<file path="src/rtl/shifter_pkg.sv">
// Shared types for the pipelined barrel shifter: opcode encoding and opcode legality.
package shifter_pkg;

    localparam int OP_W = 3;

    typedef enum logic [OP_W-1:0] {
        SH_SRL = 3'b000,
        SH_SRA = 3'b001,
        SH_SLL = 3'b010,
        SH_ROR = 3'b011,
        SH_ROL = 3'b100
    } sh_op_e;

    function automatic logic is_legal_op(input logic [OP_W-1:0] op);
        return (op <= 3'b100);
    endfunction

endpackage

</file>
<file path="src/rtl/pipe_shifter_if.sv">
// Streaming valid/ready bundle for pipe_shifter: operand beat in, result beat out.
interface pipe_shifter_if #(
    parameter int WIDTH = 32,
    parameter int TAG_W = 5
);
    localparam int SHW = $clog2(WIDTH);

    logic             in_valid;
    logic             in_ready;
    logic [2:0]       in_op;
    logic [WIDTH-1:0] in_data;
    logic [SHW:0]     in_shamt;
    logic [TAG_W-1:0] in_tag;

    logic             out_valid;
    logic             out_ready;
    logic [WIDTH-1:0] out_data;
    logic [TAG_W-1:0] out_tag;
    logic             out_err;

    modport master (
        output in_valid, in_op, in_data, in_shamt, in_tag, out_ready,
        input  in_ready, out_valid, out_data, out_tag, out_err
    );

    modport slave (
        input  in_valid, in_op, in_data, in_shamt, in_tag, out_ready,
        output in_ready, out_valid, out_data, out_tag, out_err
    );

endinterface

</file>
<file path="src/rtl/shift_stage.sv">
// One combinational log-shift stage: moves data by 2^K positions when enabled, in any of the five modes.
module shift_stage
    import shifter_pkg::*;
#(
    parameter int WIDTH = 32,
    parameter int K     = 0
) (
    input  logic             en,
    input  sh_op_e           op,
    input  logic             sign,
    input  logic [WIDTH-1:0] data_in,
    output logic [WIDTH-1:0] data_out
);
    localparam int D = 1 << K;

    always_comb begin
        data_out = data_in;
        if (en) begin
            case (op)
                SH_SRL:  data_out = data_in >> D;
                SH_SRA:  data_out = {{D{sign}}, data_in[WIDTH-1:D]};
                SH_SLL:  data_out = data_in << D;
                SH_ROR:  data_out = {data_in[D-1:0], data_in[WIDTH-1:D]};
                SH_ROL:  data_out = {data_in[WIDTH-1-D:0], data_in[WIDTH-1:WIDTH-D]};
                default: data_out = data_in;
            endcase
        end
    end

endmodule

</file>
<file path="src/rtl/pipe_shifter.sv">
// Pipelined barrel shifter: SHW log stages split into NREG register slots with per-slot
// valid/ready so empty slots keep absorbing beats while the output is stalled.
module pipe_shifter
    import shifter_pkg::*;
#(
    parameter int WIDTH          = 32,
    parameter int STAGES_PER_CYC = 2,
    parameter int TAG_W          = 5
) (
    input  logic          clk,
    input  logic          rst,
    pipe_shifter_if.slave bus
);
    localparam int SHW  = $clog2(WIDTH);
    localparam int NREG = (SHW + STAGES_PER_CYC - 1) / STAGES_PER_CYC;

    typedef struct packed {
        logic [WIDTH-1:0] data;
        logic [SHW-1:0]   shamt;
        sh_op_e           op;
        logic             sign;
        logic [TAG_W-1:0] tag;
        logic             err;
    } payload_t;

    payload_t        pre;
    payload_t        grp_out [NREG];
    payload_t        slot_q  [NREG];
    logic [NREG-1:0] valid_q;
    logic [NREG-1:0] ready;
    logic [NREG-1:0] up_valid;

    function automatic payload_t with_data(input payload_t p, input logic [WIDTH-1:0] d);
        payload_t r;
        r      = p;
        r.data = d;
        return r;
    endfunction

    // Out-of-range amounts are resolved here, so the log stages only ever see in-range shifts.
    always_comb begin
        pre      = '0;
        pre.op   = SH_SRL;
        pre.tag  = bus.in_tag;
        pre.sign = bus.in_data[WIDTH-1];
        if (!is_legal_op(bus.in_op)) begin
            pre.err = 1'b1;
        end else begin
            pre.op    = sh_op_e'(bus.in_op);
            pre.data  = bus.in_data;
            pre.shamt = bus.in_shamt[SHW-1:0];
            if (bus.in_shamt[SHW]) begin
                case (pre.op)
                    SH_SRL, SH_SLL: begin
                        pre.data  = '0;
                        pre.shamt = '0;
                    end
                    SH_SRA: begin
                        pre.data  = {WIDTH{bus.in_data[WIDTH-1]}};
                        pre.shamt = '0;
                    end
                    default: ;
                endcase
            end
        end
    end

    for (genvar s = 0; s < SHW; s++) begin : g_stage
        localparam int GRP = s / STAGES_PER_CYC;
        payload_t         st_in;
        payload_t         st_out;
        logic [WIDTH-1:0] shifted;

        if (s % STAGES_PER_CYC != 0) begin : g_chain
            assign st_in = g_stage[s-1].st_out;
        end else if (GRP == 0) begin : g_head
            assign st_in = pre;
        end else begin : g_slot
            assign st_in = slot_q[GRP-1];
        end

        shift_stage #(
            .WIDTH (WIDTH),
            .K     (s)
        ) u_stage (
            .en       (st_in.shamt[s]),
            .op       (st_in.op),
            .sign     (st_in.sign),
            .data_in  (st_in.data),
            .data_out (shifted)
        );

        assign st_out = with_data(st_in, shifted);
    end

    for (genvar g = 0; g < NREG; g++) begin : g_group
        localparam int LAST = ((g + 1) * STAGES_PER_CYC < SHW) ? (g + 1) * STAGES_PER_CYC - 1 : SHW - 1;
        assign grp_out[g] = g_stage[LAST].st_out;
    end

    // A slot can take a new beat if it is empty or its occupant moves on this edge.
    always_comb begin
        logic down_ready;
        down_ready = bus.out_ready;
        ready      = '0;
        for (int i = NREG - 1; i >= 0; i--) begin
            ready[i]   = !valid_q[i] || down_ready;
            down_ready = ready[i];
        end
    end

    always_comb begin
        up_valid    = '0;
        up_valid[0] = bus.in_valid;
        for (int i = 1; i < NREG; i++) begin
            up_valid[i] = valid_q[i-1];
        end
    end

    always_ff @(posedge clk or posedge rst) begin
        if (rst) begin
            valid_q <= '0;
            for (int i = 0; i < NREG; i++) begin
                slot_q[i] <= '0;
            end
        end else begin
            for (int i = 0; i < NREG; i++) begin
                if (ready[i]) begin
                    valid_q[i] <= up_valid[i];
                    if (up_valid[i]) begin
                        slot_q[i] <= grp_out[i];
                    end
                end
            end
        end
    end

    assign bus.in_ready  = ready[0];
    assign bus.out_valid = valid_q[NREG-1];
    assign bus.out_data  = slot_q[NREG-1].data;
    assign bus.out_tag   = slot_q[NREG-1].tag;
    assign bus.out_err   = slot_q[NREG-1].err;

endmodule

</file>
<file path="src/flat_wrapper.sv">
// flat-port wrapper written by rule: the top's interface ports become plain ports
module pipe_shifter_flat import shifter_pkg::*;
#(
    parameter int WIDTH          = 32,
    parameter int STAGES_PER_CYC = 2,
    parameter int TAG_W          = 5
)
  (clk, rst, bus_in_valid, bus_in_op, bus_in_data, bus_in_shamt, bus_in_tag, bus_out_ready, bus_in_ready, bus_out_valid, bus_out_data, bus_out_tag, bus_out_err);
  pipe_shifter_if #(.WIDTH(WIDTH), .TAG_W(TAG_W)) bus_i ();
  input  logic clk;
  input  logic rst;
  input wire logic [$bits(bus_i.in_valid)-1:0] bus_in_valid;
  input wire logic [$bits(bus_i.in_op)-1:0] bus_in_op;
  input wire logic [$bits(bus_i.in_data)-1:0] bus_in_data;
  input wire logic [$bits(bus_i.in_shamt)-1:0] bus_in_shamt;
  input wire logic [$bits(bus_i.in_tag)-1:0] bus_in_tag;
  input wire logic [$bits(bus_i.out_ready)-1:0] bus_out_ready;
  output wire logic [$bits(bus_i.in_ready)-1:0] bus_in_ready;
  output wire logic [$bits(bus_i.out_valid)-1:0] bus_out_valid;
  output wire logic [$bits(bus_i.out_data)-1:0] bus_out_data;
  output wire logic [$bits(bus_i.out_tag)-1:0] bus_out_tag;
  output wire logic [$bits(bus_i.out_err)-1:0] bus_out_err;
  assign bus_i.in_valid = bus_in_valid;
  assign bus_i.in_op = bus_in_op;
  assign bus_i.in_data = bus_in_data;
  assign bus_i.in_shamt = bus_in_shamt;
  assign bus_i.in_tag = bus_in_tag;
  assign bus_i.out_ready = bus_out_ready;
  assign bus_in_ready = bus_i.in_ready;
  assign bus_out_valid = bus_i.out_valid;
  assign bus_out_data = bus_i.out_data;
  assign bus_out_tag = bus_i.out_tag;
  assign bus_out_err = bus_i.out_err;
  pipe_shifter #(.WIDTH(WIDTH), .STAGES_PER_CYC(STAGES_PER_CYC), .TAG_W(TAG_W)) u_core (.clk(clk), .rst(rst), .bus(bus_i));
endmodule
</file>
<file path="config.mk">
export PLATFORM = sky130hd
export DESIGN_NAME = pipe_shifter_flat
export DESIGN_NICKNAME = d
export VERILOG_FILES = /design/src/rtl/shifter_pkg.sv /design/src/rtl/pipe_shifter_if.sv /design/src/rtl/shift_stage.sv /design/src/rtl/pipe_shifter.sv /design/src/flat_wrapper.sv
export SDC_FILE = /design/constraint.sdc
export NUM_CORES = 1
export LEC_CHECK = 0
export CORE_MARGIN = 1.5
export CORE_UTILIZATION = 30
export CTS_BUF_LIST = sky130_fd_sc_hd__clkbuf_4
export CTS_CLUSTER_DIAMETER = 30
export DETAILED_ROUTE_END_ITERATION = 7
export PLACE_DENSITY = 0.56
export SLEW_MARGIN = 20
export SYNTH_ARGS = -nofsm -noshare
export SYNTH_HDL_FRONTEND = slang
export SYNTH_HIERARCHICAL = 1
export SYNTH_SLANG_ARGS = --single-unit
</file>
<file path="constraint.sdc">
create_clock -name clk -period 4 [get_ports clk]
set_clock_uncertainty 0.15 [all_clocks]
set_input_delay 0.8 -clock clk [delete_from_list [all_inputs] [get_ports clk]]
set_output_delay 0.8 -clock clk [all_outputs]
set_load 0.02 [all_outputs]
</file>
==> results.toml, run 1 <==
[power_and_ir_drop]
leakage_uw = 0.004367
power.total_uw = 6109
powerDensity_nw_per_um2 = 523.2
vdd_ir_drop_max_uv = 286.8

[global_routing]
grt_antenna_before_repair = 1
grt_overflow_total = 0
grt_first_pass_wirelength_um = 44990
grt_pass1_vias = 8220
grt_max_degree = 130
grt_util_all_layers_pct = 15.34

[worst_setup_path]
crit_type = "in2reg"
cp_slowest_cell = "clkdlybuf4s50_1"
start_kind = "input pin"
critPathArrivalTime_ns = 3.50
reg2reg_from = "u_core/g_stage[2].st_in[8]"
cp_max_fo = 14
cp-end-kind = "flip-flop"
reg2reg_to = "u_core/g_stage[4].st_in[44]"
crit_top_cell = "a31oi_1"
cp_cell_sequence = "clkdlybuf4s50_1 > and2_2 > o21ai_1 > nor2_1 > and2_1 > a31oi_1 > mux2_2 > a22oi_1 > a31oi_1 > mux2_4"
r2r_cells = 7
required_ns = 4.31
r2r_setup_slack_ns = 0.82
max_stage_delay_ns = 0.56

[synthesis]
avgSynthCellArea_um2 = 9.438
yosysMostFrequentCell = "a21oi_1"
ys_ff_latch = 129
synth_commonest_cells = "a21oi_1, nand3b_1, dfrtp_1"
yosysSeqAreaShare_pct = 31.27
ys.flop_type = "dfrtp_1"
synthCells = 1094
ys_warn_count = 6
mappedNetlistArea_um2 = 10320
synth-edff-count = 0
synth.area.top_cells = "dfrtp_1, nand3b_1, mux2_2, a21oi_1, mux2_4"
yosysTopAreaCell = "dfrtp_1"
synth_cell_types = 55
async_flop_share_pct = 100.0
synth_top_area_share_pct = 31.27
synth_fp_nets = 1144

[sta]
fin_crit_sh_pct = 79.83
tns_ns = 0
relSlewSlack_pct = 29.03
finalHoldViolCount = 0
fmax_ghz = 0.3132
rsz0062_at_grt = "no"
period_needed_ns = 3.193
layout_setup_ws_ns = 0.8068
drv_slew = 0
setup_violations = 0
tightest_slew_ns = 1.064

[hold_path]
worstHoldStart = "u_core/g_stage[2].st_in[14]"
min_to = "u_core/g_stage[2].st_in[14]"
hold_path_depth = 1
hold_path_class = "reg2reg"

[floorplanning]
start_util_pct = 30.64
dieArea_um2 = 35540
core_area_um2 = 33700
pin_count = 90
fp.dieW_um = 188.5
die_h_um = 188.5
num_rows = 67

[layout]
fill_cells = 3537
areaGrowthSynthToFinish_pct = 13.09
nets = 1170
layout-drive-gt1-share_pct = 23.57
finish.instance_area_um2 = 11680

[route]
wl_per_cell_um = 17.47
drc = 0
antenna_left = 0
drt_iter0_markers = 820
vias = 8844
drt-total-wl_um = 27650
via_per_inst = 5.590
dr.pass1.iters = 5

[clocking]
clk_latency_ns = 0.55
cts_tree = "yes"
post_cts_buffers = 0
cts_made_buffers = 17
cts_resized = 0
root_buffer = "clkbuf_4"
clockBufferDepth = 2
ctsHoldBuffers = 0
cts_htree_levels = 4
numClockSinks = 129
clk_pin_slew_ns = 0.12

[job]
maxCapViolations = 0

[placement]
dpl_cell_area_um2 = 11390
port_buffers = 89
gp_congestion = 0.8346
dpl.hpwl_um = 19260
pre_cts_ws_ns = 0.2513

[run_status]
status = "finished, final reports clean"
[sequential cells by signal, indices dropped and copies added (netlist names)]
| register | flops |
|---|---|
| u_core/g_stage.st_in | 88 |
| u_core/bus.out_data | 32 |
| u_core/bus.out_tag | 5 |
| u_core/valid_q | 3 |
| u_core/bus.out_err | 1 |
[logic make-up (layout without fill, tap and decap cells)]
logic type	Yosys count	in the layout	share of synthesized area, %
flops	129	129	31.27
other cells	0	1	0
simple gates	265	265	17.56
xor+xnor	4	4	0.7393
mux	137	137	17.01
buf+inv	147	186	8.556
compound gates	412	412	24.87
[cell usage in the layout (no fill, tap or decap), types with 16 or more instances in the layout]
cell and n:
a31oi_1 112, dfrtp_1 129, nand4_1 16, nand3_1 72
buf_4 36, inv_1 21, clkbuf_4 17, o21ai_1 16
a21oi_1 173, o21ai_2 20, mux2_4 57, nand3b_1 130
o21ai_0 35, mux2_2 80, clkdlybuf4s50_1 89
[layout make-up]
cell class              count  area, um^2  share of cell area (%)
diodes                      1       2.502                 0.02143
clock buffers              17       127.6                   1.093
clock inverters            15       158.9                   1.361
inverters                  23       90.09                  0.7715
multi-input cells         818        6227                   53.33
flip-flops and latches    129        3228                   27.65
well taps                 448       560.5                   4.801
repair buffers            131        1281                   10.97
[per-stage QoR]
stage	hold slack, ns	util (%)	cells
after floorplan	0.3023	-	1094
after global placement	0.3278	33.79	1549
after detailed placement	0.3281	33.79	1549
after CTS	0.3593	34.64	1581
after global routing	0.3697	34.65	1582
final	0.3556	34.65	1582
[per-layer routing]
| metal | GRT usage [%] | up-vias | part of all wire [%] | wire [um] |
|---|---|---|---|---|
| li1 | - | 4218 | - | - |
| met1 | 21.45 | 4305 | 47 | 13100 |
| met2 | 24.48 | 285 | 46 | 12750 |
| met3 | 2.123 | 36 | 4.7 | 1286 |
| met4 | 4.609 | 0 | 1.8 | 510 |
| met5 | 0 | - | 0 | 0 |
[report_power, final]
group,total [uW],switching [uW],internal [uW]
Clock,903,528,375
Combinational,3000,1460,1540
Sequential,2200,426,1780
Total,6110,2420,3690
[worst max path at each step]
stage	startpoint	to	slack, ns	cells after the start
2_1_floorplan	bus_in_op[0]	u_core/g_stage[2].st_in[45]	0.61	10
3_3_place_gp	bus_in_op[0]	u_core/g_stage[2].st_in[45]	0.31	10
3_5_place_dp	bus_in_op[0]	u_core/g_stage[2].st_in[45]	0.25	10
4_1_cts	bus_in_op[0]	u_core/g_stage[2].st_in[45]	0.87	10
5_1_grt	bus_in_op[0]	u_core/g_stage[2].st_in[45]	0.61	10
6_report	bus_in_op[0]	u_core/g_stage[2].st_in[45]	0.81	10
[worst max-delay path: cells and delay by family]
kind                   cells  cell delay [ns]
AND/OR/NAND/NOR            3             0.92
multiplexers               2             0.59
buffers and inverters      1             0.56
AO/OA/AOI/OAI              4             0.62
(Power assumes the default switching activity.)
==> run 2: changes to the inputs <==
- clock period: 4 -> 2.6 ns (I/O delays scaled with it)
==> run 2 against run 1 <==
  * Clock power is 78% higher
  * Critical path depth up 2
  * Critical endpoint is now u_core/g_stage[2].st_in[46]
  * Clock-buffer cell count is 1 higher
  * Global-route usage increased by 0.70 points
  * Critical path type unchanged
==> results.toml, run 2 (synthesis results as in run 1) <==
[sta]
relSlewSlack_pct = 53.49
finalHoldViolCount = 0
drv_slew = 0
period_needed_ns = 2.504
fmax_ghz = 0.3994
fin_crit_sh_pct = 96.30
layout_setup_ws_ns = 0.09622
tightest_slew_ns = 0.6976
tns_ns = 0
rsz0062_at_grt = "yes"
setup_violations = 0

[power_and_ir_drop]
leakage_uw = 0.004895
power.total_uw = 9951
powerDensity_nw_per_um2 = 790.2
vdd_ir_drop_max_uv = 534.1

[worst_setup_path]
reg2reg_from = "u_core/g_stage[2].st_in[7]"
critPathArrivalTime_ns = 2.79
cp-end-kind = "flip-flop"
crit_type = "in2reg"
start_kind = "input pin"
required_ns = 2.88
reg2reg_to = "u_core/g_stage[4].st_in[43]"
r2r_cells = 9
cp_max_fo = 6
r2r_setup_slack_ns = 0.12

[hold_path]
hold_path_class = "in2async"

[layout]
layout-drive-gt1-share_pct = 29.91
mostFrequentLayoutCell = "a21oi_1"
final_cell_mix = "a21oi_1, nand3b_1, dfrtp_1"
fill_cells = 3444
areaGrowthSynthToFinish_pct = 21.97
nets = 1254
largest_register_ffs = 88
finish.instance_area_um2 = 12590
final_cell_count_no_fill = 1666

[placement]
pre_cts_ws_ns = -0.7095
dp.cells = 1633
dpl_cell_area_um2 = 12220
port_buffers = 89
gp_congestion = 0.8543
dpl.hpwl_um = 20790

[global_routing]
grt_first_pass_wirelength_um = 47200
grt_antenna_before_repair = 1
grt_pass1_vias = 8724
use_met2_pct = 25.74
grt_busiest_layer = "met2"
grtUsageMet1_pct = 22.61
use_met3_pct = 2.142
grt_overflow_total = 0
grt_max_degree = 63
grt_util_all_layers_pct = 16.03

[clocking]
cts_htree_levels = 4
numClockSinks = 129
ctsHoldBuffers = 0
root_buffer = "clkbuf_4"
cts_tree = "yes"
cts_made_buffers = 17
clk_pin_slew_ns = 0.13
clk_latency_ns = 0.54
clockBufferDepth = 2

[run_status]
status = "finished, final reports clean"

[floorplanning]
fp.dieW_um = 188.5
die_h_um = 188.5
num_rows = 67
pin_count = 90
dieArea_um2 = 35540
start_util_pct = 30.64
core_area_um2 = 33700

[route]
antenna_left = 0
via_per_inst = 5.495
drt_iter0_markers = 769
dr.pass1.iters = 5
vias = 9155
wl_per_cell_um = 17.10
drt-total-wl_um = 28480
drc = 0

[job]
maxCapViolations = 0
## run 2: changes by cell type in the layout (fill, tap and decap cells not counted), moves of 3 or more
cell,delta
buf_12,+14
buf_4,+69
clkdlybuf4s50_1,-3
a21oi_2,+3
a21oi_1,-3
dlygate4sd2_1,+3
## run 2: worst max-delay path by stage
stage	startpoint	end	slack, ns	depth (start not counted)
floorplan	bus_in_op[2]	u_core/g_stage[2].st_in[45]	0.006	10
global placement	bus_in_op[0]	u_core/g_stage[2].st_in[46]	-0.68	10
detailed placement	bus_in_op[0]	u_core/g_stage[2].st_in[46]	-0.71	10
CTS	u_core/g_stage[2].st_in[7]	u_core/g_stage[4].st_in[21]	0.08	7
global route	bus_in_op[2]	u_core/g_stage[2].st_in[19]	-0.004	12
finish	bus_in_shamt[5]	u_core/g_stage[2].st_in[46]	0.1	12
## run 2: area by class of cell
| class | instances | area, um^2 | share of cell area [%] |
|---|---|---|---|
| Antenna cell | 1 | 2.502 | 0.01987 |
| Clock buffer | 18 | 135.1 | 1.073 |
| Clock inverter | 14 | 206.4 | 1.639 |
| Inverter | 23 | 90.09 | 0.7154 |
| Multi-Input combinational cell | 818 | 6279 | 49.86 |
| Sequential cell | 129 | 3229 | 25.64 |
| Tap cell | 448 | 560.5 | 4.451 |
| Timing Repair Buffer | 215 | 2091 | 16.60 |
## run 2: what timing repair did
| item | in CTS | in global routing |
|---|---|---|
| setup buffers | 0 | 0 |
| gates resized for setup | 6 | 5 |
| setup endpoints to repair | 25 | 14 |
## run 2: power breakdown
group	switching (uW)	internal, uW	leakage [uW]
clock network	818	791	0.000171
logic	2320	2620	0.00319
registers	659	2740	0.00153
total	3800	6150	0.00490
## run 2: stage by stage
stage,hold WS (ns),utilization [%]
2_1_floorplan,0.3023,-
3_3_place_gp,0.3329,36.27
3_5_place_dp,0.3445,36.27
4_1_cts,0.1377,37.30
5_1_grt,0.1607,37.37
6_report,0.1875,37.37
## run 2: worst max-delay path, cell delays in order
cell	delay [ns]
clkdlybuf4s50_1	0.55
nand2b_4	0.09
buf_4	0.16
o21ai_1	0.17
a21oi_2	0.10
buf_4	0.15
nand3b_1	0.07
a31oi_1	0.12
mux2_2	0.29
a22oi_1	0.14
a31oi_1	0.14
mux2_4	0.29
## run 2: metal layers
metal  share of wire [%]  routed length [um]
met5                   0                   0
met3                 4.2                1184
met4                 1.6                 469
met2                  47               13250
met1                  48               13570
==> run 3: changes to the inputs <==
- SLEW_MARGIN: 20 -> 10
==> results of run 3 <==
Same layout as run 2: the final DEF is identical, and so are final timing and power.
==> RTL change, RTL diff (config.mk and constraints of run 3) <==
`STAGES_PER_CYC` is set to 2 in 2 places; all go to 1.
--- a/src/rtl/pipe_shifter.sv
+++ b/src/rtl/pipe_shifter.sv
@@ -4,7 +4,7 @@
     import shifter_pkg::*;
 #(
     parameter int WIDTH          = 32,
-    parameter int STAGES_PER_CYC = 2,
+    parameter int STAGES_PER_CYC = 1,
     parameter int TAG_W          = 5
 ) (
     input  logic          clk,
--- a/src/flat_wrapper.sv
+++ b/src/flat_wrapper.sv
@@ -2,7 +2,7 @@
 module pipe_shifter_flat import shifter_pkg::*;
 #(
     parameter int WIDTH          = 32,
-    parameter int STAGES_PER_CYC = 2,
+    parameter int STAGES_PER_CYC = 1,
     parameter int TAG_W          = 5
 )
   (clk, rst, bus_in_valid, bus_in_op, bus_in_data, bus_in_shamt, bus_in_tag, bus_out_ready, bus_in_ready, bus_out_valid, bus_out_data, bus_out_tag, bus_out_err);
Check against the original RTL: not equivalent (a bounded check fails within 4 cycles, from zero or initial values and one cycle with rst high).
==> RTL change against run 3 <==
  * Synthesized area rose by 29%
  * Combinational power rose by 38%
  * Fmax rose by 2.0%
  * Sequential power rose by 82%
  * Worst setup slack improved by 49 ps
  * Power rose by 63%
  * Design area rose by 25%
  * Routed wire length rose by 21%
  * Register-to-register slack improved by 290 ps
  * First-iteration DRC count fell by 19%
  * Sequential cell count rose by 92
  * Critical path type is now reg -> out
  * Critical endpoint is now bus_in_ready
  * Largest cell class unchanged
  * Highest routed layer unchanged
==> RTL change: results <==
metrics = {
    "global_route": {
        "grt_first_pass_wirelength_mm": 56.8,
        "grt_pass1_vias": 10391,
        "grt_usage_pct": 14.9,
        "grt_max_degree": 51,
    },
    "yosys": {
        "synth_cell_type_count": 54,
        "synth_nets": 1304,
        "syn_area_per_cell_um2": 10.7,
        "yosys-top-cells-count": "mux2_2, dfrtp_1, a21oi_1",
        "synth_xor_area_share_pct": 0.571,
        "synth_compound_area_share_pct": 19.1,
        "synth.area.top_cells": "dfrtp_1, mux2_2, nand3b_1",
        "synth_mux_area_share_pct": 19.0,
        "synth.most_common_cell": "mux2_2",
        "ys_seq_area_share_pct": 41.4,
    },
    "worst_setup_path": {
        "worstSetupEndpoint": "bus_in_ready",
        "timing.rr.start": "u_core/g_stage[3].st_in[8]",
        "critPathMaxStageDelay_ps": 440,
        "r2r-end": "u_core/g_stage[4].st_in[41]",
        "critPathArrivalTime_ps": 1790,
        "rr_worst_depth": 4,
        "crit_start": "u_core/valid_q[2]",
        "reg2reg_slack_ps": 410,
        "path_max_fanout": 4,
    },
    "cells_and_area": {
        "layout-drive-gt1-share_pct": 32.0,
        "final_cells": 1978,
        "fin_nets": 1397,
        "fillers": 4548,
        "largest_reg_flops": 178,
        "final_area_um2": 15700,
    },
    "placed_design": {
        "routabilityCongestion": 0.860,
        "dpl_cell_area_um2": 14900,
        "place_inst": 1870,
    },
    "outcome": {
        "outcome": "finished, final reports clean",
    },
    "clocking": {
        "clock_latency_ps": 670,
        "cts_max_level": 3,
        "cts_buffers": 67,
        "clk_pin_slew_ps": 60,
        "clk_path_buf_depth": 3,
    },
    "routing": {
        "routedWlPerCell_um": 17.4,
        "drt-vias-per-instance": 5.31,
        "drt_iter0_drc": 624,
        "drtPass1Iterations": 6,
    },
    "power": {
        "leakage_nw": 6.36,
    },
    "timing": {
        "slew_headroom_pct": 33.0,
    },
}
## RTL change: cell count changes after synthesis, sizes merged, moves of 3 or more
cell / delta
a21oi: -30
buf: +9
clkbuf: -6
and2: +4
mux2: +88
o21ai: -30
a32o: +4
o2bb2ai: -3
a21o: +32
dfrtp: +92
## RTL change: worst min-delay path by stage
stage,end,cells after the start,slack [ps],from
floorplan,u_core/g_stage[1].st_in[12],1,310,u_core/g_stage[1].st_in[12]
global placement,u_core/g_stage[3].st_in[4],1,330,u_core/g_stage[2].st_in[4]
detailed placement,u_core/g_stage[3].st_in[2],1,340,u_core/g_stage[3].st_in[2]
CTS,u_core/bus.out_data[20],2,50,rst
global route,u_core/bus.out_data[20],2,70,rst
finish,u_core/bus.out_data[20],2,100,rst
## RTL change: worst register-to-register path: stages (launching register included)
cell	delay (ps)
dfrtp_1	690
nor2b_1	620
a22oi_1	140
a31oi_1	300
mux2_2	210
## RTL change: repair_timing
item | CTS | global route
endpoints found under the setup margin | 1 | 1
resized for setup | 2 | 2
hold endpoints to repair | 0 | 0
## RTL change: per-stage QoR
step	total power, W	TNS [ps]	setup WS (ps)
6_report	0.0163	0	145
5_1_grt	0.0174	0	19.2
4_1_cts	0.0165	0	16.4
3_5_place_dp	0.0131	-4940	-225
3_3_place_gp	0.0129	-3310	-187
2_1_floorplan	0.0110	-210410	-952
## RTL change: report_power, final
part | internal (W) | leakage [nW] | switching (W) | total (W)
Combinational | 0.00349 | 3.18 | 0.00333 | 0.00682
Clock | 0.00185 | 0.491 | 0.00143 | 0.00328
Sequential | 0.00480 | 2.69 | 0.00137 | 0.00617
## RTL change: cell families (layout without fill, tap and decap cells)
kind of cell,Yosys count,in the layout
compound gates,386,386
xor+xnor,4,4
buf+inv,150,281
flops,221,221
mux,226,226
other cells,0,1
simple gates,267,267
## RTL change: cell type report
class | instances | share of cell area (%)
multi-input combinational | 883 | 44.6
inverter | 23 | 0.574
clock buffer | 87 | 4.16
sequential | 221 | 35.3
tap | 592 | 4.72
timing repair buffer | 151 | 9.60
clock inverter | 20 | 1.04
antenna | 1 | 0.0160
## RTL change: per-layer routing
metal	up-vias	routed length [um]	global-route usage, %
met4	0	633	4.98
met2	324	15900	23.2
met5	-	0	0
met3	44	1740	2.68
met1	5152	16100	20.9
li1	4976	-	-
